File: config.mk
export PLATFORM = sky130hd
export DESIGN_NAME = regfile_sb
export DESIGN_NICKNAME = d
export VERILOG_FILES = /design/src/rtl/regfile_sb.sv
export SDC_FILE = /design/constraint.sdc
export NUM_CORES = 2
export LEC_CHECK = 0
export CORE_AREA = 2 2 437 439
export CTS_CLUSTER_SIZE = 28
export DETAILED_ROUTE_END_ITERATION = 8
export DIE_AREA = 0 0 439 441
export GPL_TIMING_DRIVEN = 0
export PLACE_DENSITY = 0.58
export SLEW_MARGIN = 20
export SYNTH_ARGS = -nofsm -noshare
export SYNTH_HDL_FRONTEND = slang
export SYNTH_SLANG_ARGS = --single-unit
File: constraint.sdc
create_clock -name i_clk -period 51.6 [get_ports i_clk]
set_input_delay 5.16 -clock i_clk [delete_from_list [all_inputs] [get_ports i_clk]]
set_output_delay 5.16 -clock i_clk [all_outputs]
set_load 0.005 [all_outputs]
File: src/rtl/regfile_sb.sv
// regfile_sb: integer register file with per-register busy scoreboard and
// optional same-cycle write-to-read bypass.
//   i_clk, i_rst          : clock (rising edge), asynchronous active-high reset
//   i_state               : CPU state; writes commit in WRITE_BACK, reserves in DECODE
//   i_rs1/i_rs2           : read addresses -> o_rs1_val/o_rs2_val, o_rs1_busy/o_rs2_busy
//   i_rd/i_result         : write address/data, qualified by i_reg_write
//   i_resv_valid/i_resv_rd: reservation request for a destination register
//   i_dbg_addr -> o_dbg_val: stored value only, never bypassed
//   o_pending             : number of busy registers
//   o_resv_err            : sticky flag, set when a busy register is reserved again
module regfile_sb #(
  parameter int unsigned XLEN   = 32,
  parameter int unsigned AW     = 5,
  parameter int unsigned NREGS  = 32,
  parameter int unsigned BYPASS = 1
) (
  input  logic            i_clk,
  input  logic            i_rst,
  input  logic [2:0]      i_state,
  input  logic [AW-1:0]   i_rs1,
  input  logic [AW-1:0]   i_rs2,
  output logic [XLEN-1:0] o_rs1_val,
  output logic [XLEN-1:0] o_rs2_val,
  output logic            o_rs1_busy,
  output logic            o_rs2_busy,
  input  logic [AW-1:0]   i_rd,
  input  logic [XLEN-1:0] i_result,
  input  logic            i_reg_write,
  input  logic            i_resv_valid,
  input  logic [AW-1:0]   i_resv_rd,
  input  logic [AW-1:0]   i_dbg_addr,
  output logic [XLEN-1:0] o_dbg_val,
  output logic [AW:0]     o_pending,
  output logic            o_resv_err
);

  // Storage spans the full address space so every address indexes cleanly;
  // entries at or above NREGS are never written and never read out.
  localparam int unsigned DEPTH         = 1 << AW;
  localparam logic [2:0]  ST_DECODE     = 3'b001;
  localparam logic [2:0]  ST_WRITE_BACK = 3'b011;

  logic [XLEN-1:0]  r_regs [DEPTH];
  logic [DEPTH-1:0] r_busy;
  logic [AW:0]      r_pending;
  logic             r_resv_err;

  logic             w_we;
  logic             w_re;
  logic             w_set;
  logic             w_clr;
  logic             w_byp1;
  logic             w_byp2;
  logic [DEPTH-1:0] w_busy_nxt;
  logic [AW:0]      w_pending_nxt;

  // Architectural, non-x0 register address.
  function automatic logic writable(input logic [AW-1:0] a);
    return (a != '0) && (32'(a) < NREGS);
  endfunction

  // Enables, next busy vector and pending delta.
  always_comb begin
    w_we  = i_reg_write && (i_state == ST_WRITE_BACK) && writable(i_rd);
    w_re  = i_resv_valid && (i_state == ST_DECODE) && writable(i_resv_rd);
    w_set = w_re && !r_busy[i_resv_rd];
    // A clear overridden by a same-register reserve leaves the bit set.
    w_clr = w_we && r_busy[i_rd] && !(w_re && (i_resv_rd == i_rd));
    w_busy_nxt = r_busy;
    if (w_we) w_busy_nxt[i_rd] = 1'b0;
    if (w_re) w_busy_nxt[i_resv_rd] = 1'b1;
    w_pending_nxt = r_pending + (AW+1)'(w_set) - (AW+1)'(w_clr);
  end

  // Combinational read ports with optional forwarding of the committing write.
  always_comb begin
    o_rs1_val  = '0;
    o_rs2_val  = '0;
    o_rs1_busy = 1'b0;
    o_rs2_busy = 1'b0;
    o_dbg_val  = '0;
    w_byp1 = (BYPASS != 0) && w_we && (i_rs1 == i_rd);
    w_byp2 = (BYPASS != 0) && w_we && (i_rs2 == i_rd);
    if (writable(i_rs1)) begin
      o_rs1_val  = w_byp1 ? i_result : r_regs[i_rs1];
      o_rs1_busy = r_busy[i_rs1] && !w_byp1;
    end
    if (writable(i_rs2)) begin
      o_rs2_val  = w_byp2 ? i_result : r_regs[i_rs2];
      o_rs2_busy = r_busy[i_rs2] && !w_byp2;
    end
    if (writable(i_dbg_addr)) begin
      o_dbg_val = r_regs[i_dbg_addr];
    end
  end

  // State: register contents, scoreboard, counter, sticky error.
  always_ff @(posedge i_clk or posedge i_rst) begin
    if (i_rst) begin
      for (int i = 0; i < int'(DEPTH); i++) r_regs[i] <= '0;
      r_busy     <= '0;
      r_pending  <= '0;
      r_resv_err <= 1'b0;
    end else begin
      if (w_we) r_regs[i_rd] <= i_result;
      r_busy    <= w_busy_nxt;
      r_pending <= w_pending_nxt;
      if (w_re && r_busy[i_resv_rd]) r_resv_err <= 1'b1;
    end
  end

  assign o_pending  = r_pending;
  assign o_resv_err = r_resv_err;

endmodule

==> flow_summary_export.csv <==
group,metric,value,unit
status,outcome,"finished clean",
timing,rsz0062_at_grt,"false",
clock_network,worstSkewPairLatency,0.79,ns
timing,finClkSkew,0.0158,ns
synth,synth_cells,4406,
die,rows,160,
final_layout,drive_gt1_share,49.0,%
route,ant_nets,0,
power,cellPowerDensity,29.4,nW/um2
place,io_buffer_count,153,
die,initial_core_util,34.7,%
final_layout,final_cell_mix,"1063 x dfrtp_1, 984 x mux2_2, 832 x mux4_2, 232 x clkbuf_1, 202 x buf_2",
setup_path,slowest_stage,"clkbuf_1",
setup_path,crit_path_max_incr_delay,0.92,ns
grt,grt_max_degree,99,
grt,track_usage,32.4,%
power,ir_drop,28.9,uV
clock_network,cts_buffers,117,
die,fp.dieW,439,um
setup_path,path_cells,"clkdlybuf4s50_1, nand4b_1, a21oi_1, clkbuf_1, buf_2, clkbuf_1, nand3_1, o31ai_1, clkdlybuf4s50_1",
timing,setup_viol,0,
timing,worst_slack,36.41,ns
setup_path,endpoint_kind,"output port",
final_layout,final_cell_count_no_fill,7316,
final_layout,final_common_cell,"dfrtp_1",
job,maxCapViolCount,0,
route,drtIter0Drc,7217,
clock_network,cts_tree,"done",
synth,netlist_area,65700,um2
clock_network,cts_hold_buffers,0,
final_layout,num-fill-cells,17700,
grt,antenna_found_initial,24,
setup_path,crit_family,"buffers and inverters",
setup_path,crit_type,"in2out",
synth,postSynth.asyncResetShare,100,%
setup_path,critical_path_required,46.44,ns
clock_network,post_cts_buffers,0,
clock_network,cts.clk_slew.worst_paths,0.07,ns
synth,yosys_warnings,0,
die,die_area,194000,um2
min_path,holdCritPathClass,"reg2reg",
grt,grt_pass1_wl,423,mm
timing,fin_setup_tns,0,ns
route,firstDrtPassIters,8,
route,viasPerCell,6.76,
power,p_leak,32.2,nW
route,drc,0,
place,hpwl,223,mm
route,num_vias,49500,
synth,ys_ff_latch,1063,
timing,relSlewSlack,8.56,%
timing,final_max_slew_viol_count,0,
die,core-area,189000,um2
timing,tightest_slew,1.37,ns
timing,fmax,65.8,MHz
clock_network,htree_levels,3,
route,wl_per_cell,43.2,um
setup_path,worstPathArrival,10.03,ns
clock_network,cts_max_path_buffers,3,
die,fp.dieH,441,um
setup_path,critical_path.startpoint_type,"primary input",
synth,syn-num-nets,4477,
synth,syn-mean-instance-area,14.9,um2
final_layout,nets,4767,
timing,fin_crit_sh,29.4,%
clock_network,clock_sinks,1063,
synth,synth_top_flop_cell,"dfrtp_1",
grt,first_global_vias,48000,
grt,gr-total-overflow,0,
synth,post_synth_num_cell_types,56,
synth,ys_seq_area_share,40.5,%
place,place_congestion,1.02,
place,pre_cts_ws,36.76,ns
synth,synth_edf_count,0,
die,io_pins,169,
place,placed_cell_area,71000,um2
final_layout,fin_area,75100,um2
final_layout,area_growth,14.2,%
place,place_inst,7088,
timing,finalHoldViolations,0,
clock_network,post_cts_resized,0,
timing,min_period,15.19,ns
clock_network,cts_root_buf,"clkbuf_16",
route,drt_wl_total,316,mm
setup_path,worstPathMaxFanout,10,
setup_path,cp_num_buf_inv,5,
cells by family (layout without fill, tap and decap cells):
kind of cell | Yosys count | count (layout) | synth area share, %
AOI/OAI and AO/OA | 381 | 381 | 4.35
xor gates and xnor gates | 15 | 15 | 0.200
adders and majority gates | 7 | 7 | 0.145
buffers and inverters | 597 | 981 | 4.24
DFF | 1063 | 1063 | 40.5
muxes | 1991 | 1991 | 48.0
other | 0 | 15 | 0
and+or+nand+nor | 352 | 352 | 2.56
where the power goes:
group          switching (mW)  internal (mW)
registers              0.0419          0.876
clock network           0.386          0.526
logic                   0.221          0.156
routing by layer:
| layer | wire [um] | up-vias | global-route usage, % |
|---|---|---|---|
| li1 | - | 18200 | - |
| met5 | 99 | - | 0 |
| met1 | 110000 | 26400 | 38.4 |
| met2 | 135000 | 3766 | 46.3 |
| met4 | 29400 | 14 | 25.5 |
| met3 | 41200 | 1103 | 13.4 |
synthesized netlist by cell type, drive strengths merged, types with 3 or more instances:
| cell | count | area share [%] |
|---|---|---|
| dfrtp | 1063 | 40 |
| mux2 | 992 | 17 |
| mux4 | 832 | 29 |
| buf | 278 | 2.4 |
| clkbuf | 253 | 1.4 |
| mux2i | 167 | 2.5 |
| nand2 | 128 | 0.73 |
| nand3 | 77 | 0.59 |
| inv | 66 | 0.38 |
| nor2 | 66 | 0.40 |
| a211oi | 64 | 0.73 |
| o21ai | 49 | 0.37 |
| o22ai | 44 | 0.42 |
| a22oi | 38 | 0.43 |
| a22o | 33 | 0.44 |
| o2111ai | 30 | 0.40 |
| o221ai | 30 | 0.40 |
| o31ai | 30 | 0.34 |
| a32o | 22 | 0.33 |
| and3 | 16 | 0.15 |
| nor2b | 16 | 0.15 |
| a31o | 14 | 0.19 |
| nand2b | 11 | 0.10 |
| xnor2 | 11 | 0.15 |
| a21oi | 10 | 0.082 |
| and2 | 10 | 0.095 |
| nand3b | 10 | 0.11 |
| ha | 6 | 0.11 |
| nor3 | 5 | 0.053 |
| a21o | 4 | 0.046 |
| o211ai | 4 | 0.046 |
| xor2 | 4 | 0.053 |
| nor3b | 3 | 0.034 |
| nor4b | 3 | 0.059 |
worst register-to-register path, delay by kind of cell, from the launching register on:
kind            cells  cell delay (ns)
xor+xnor            1             0.13
buf+inv             3             0.18
mux                 2             0.75
simple gates        2             0.30
fa+ha+maj           3             0.88
compound gates      3             0.29
flops               1             0.44
final cells by class:
class	count	area, um2	area share, %
Multi-Input combinational cell	2746	36400	48.5
Timing Repair Buffer	171	1980	2.64
Tap cell	2511	3140	4.19
Antenna cell	15	37.5	0.0500
Clock inverter	45	683	0.910
Inverter	66	255	0.340
Clock buffer	168	3360	4.48
Sequential cell	1063	26600	35.4
Buffer	531	2620	3.49
metrics by stage:
step / hold slack, ns / power (mW) / utilization [%]
2_1_floorplan: 0.458 / 1.13 / -
3_3_place_gp: 0.462 / 1.29 / 37.2
3_5_place_dp: 0.468 / 1.29 / 37.5
4_1_cts: 0.483 / 2.19 / 39.6
5_1_grt: 0.524 / 2.25 / 39.7
6_report: 0.479 / 2.21 / 39.7
sequential cells by signal, indices dropped and copies added, names as in the netlist:
signal	flops
o_pending	6
r_regs	1024
o_resv_err	1
r_busy	32
worst paths after layout:
path,to,slack [ns],cells past startpoint,start
max reg2reg,o_pending[4],48.50,14,r_busy[27]
min reg2reg,o_resv_err,0.48,1,o_resv_err
max,o_rs1_val[11],36.41,9,i_state[2]
min,o_resv_err,0.48,1,o_resv_err
min in group asynchronous,r_regs[933],4.82,2,i_rst
max in group asynchronous,r_regs[786],44.18,7,i_rst
Note: power is estimated with default switching activity, not from simulation.
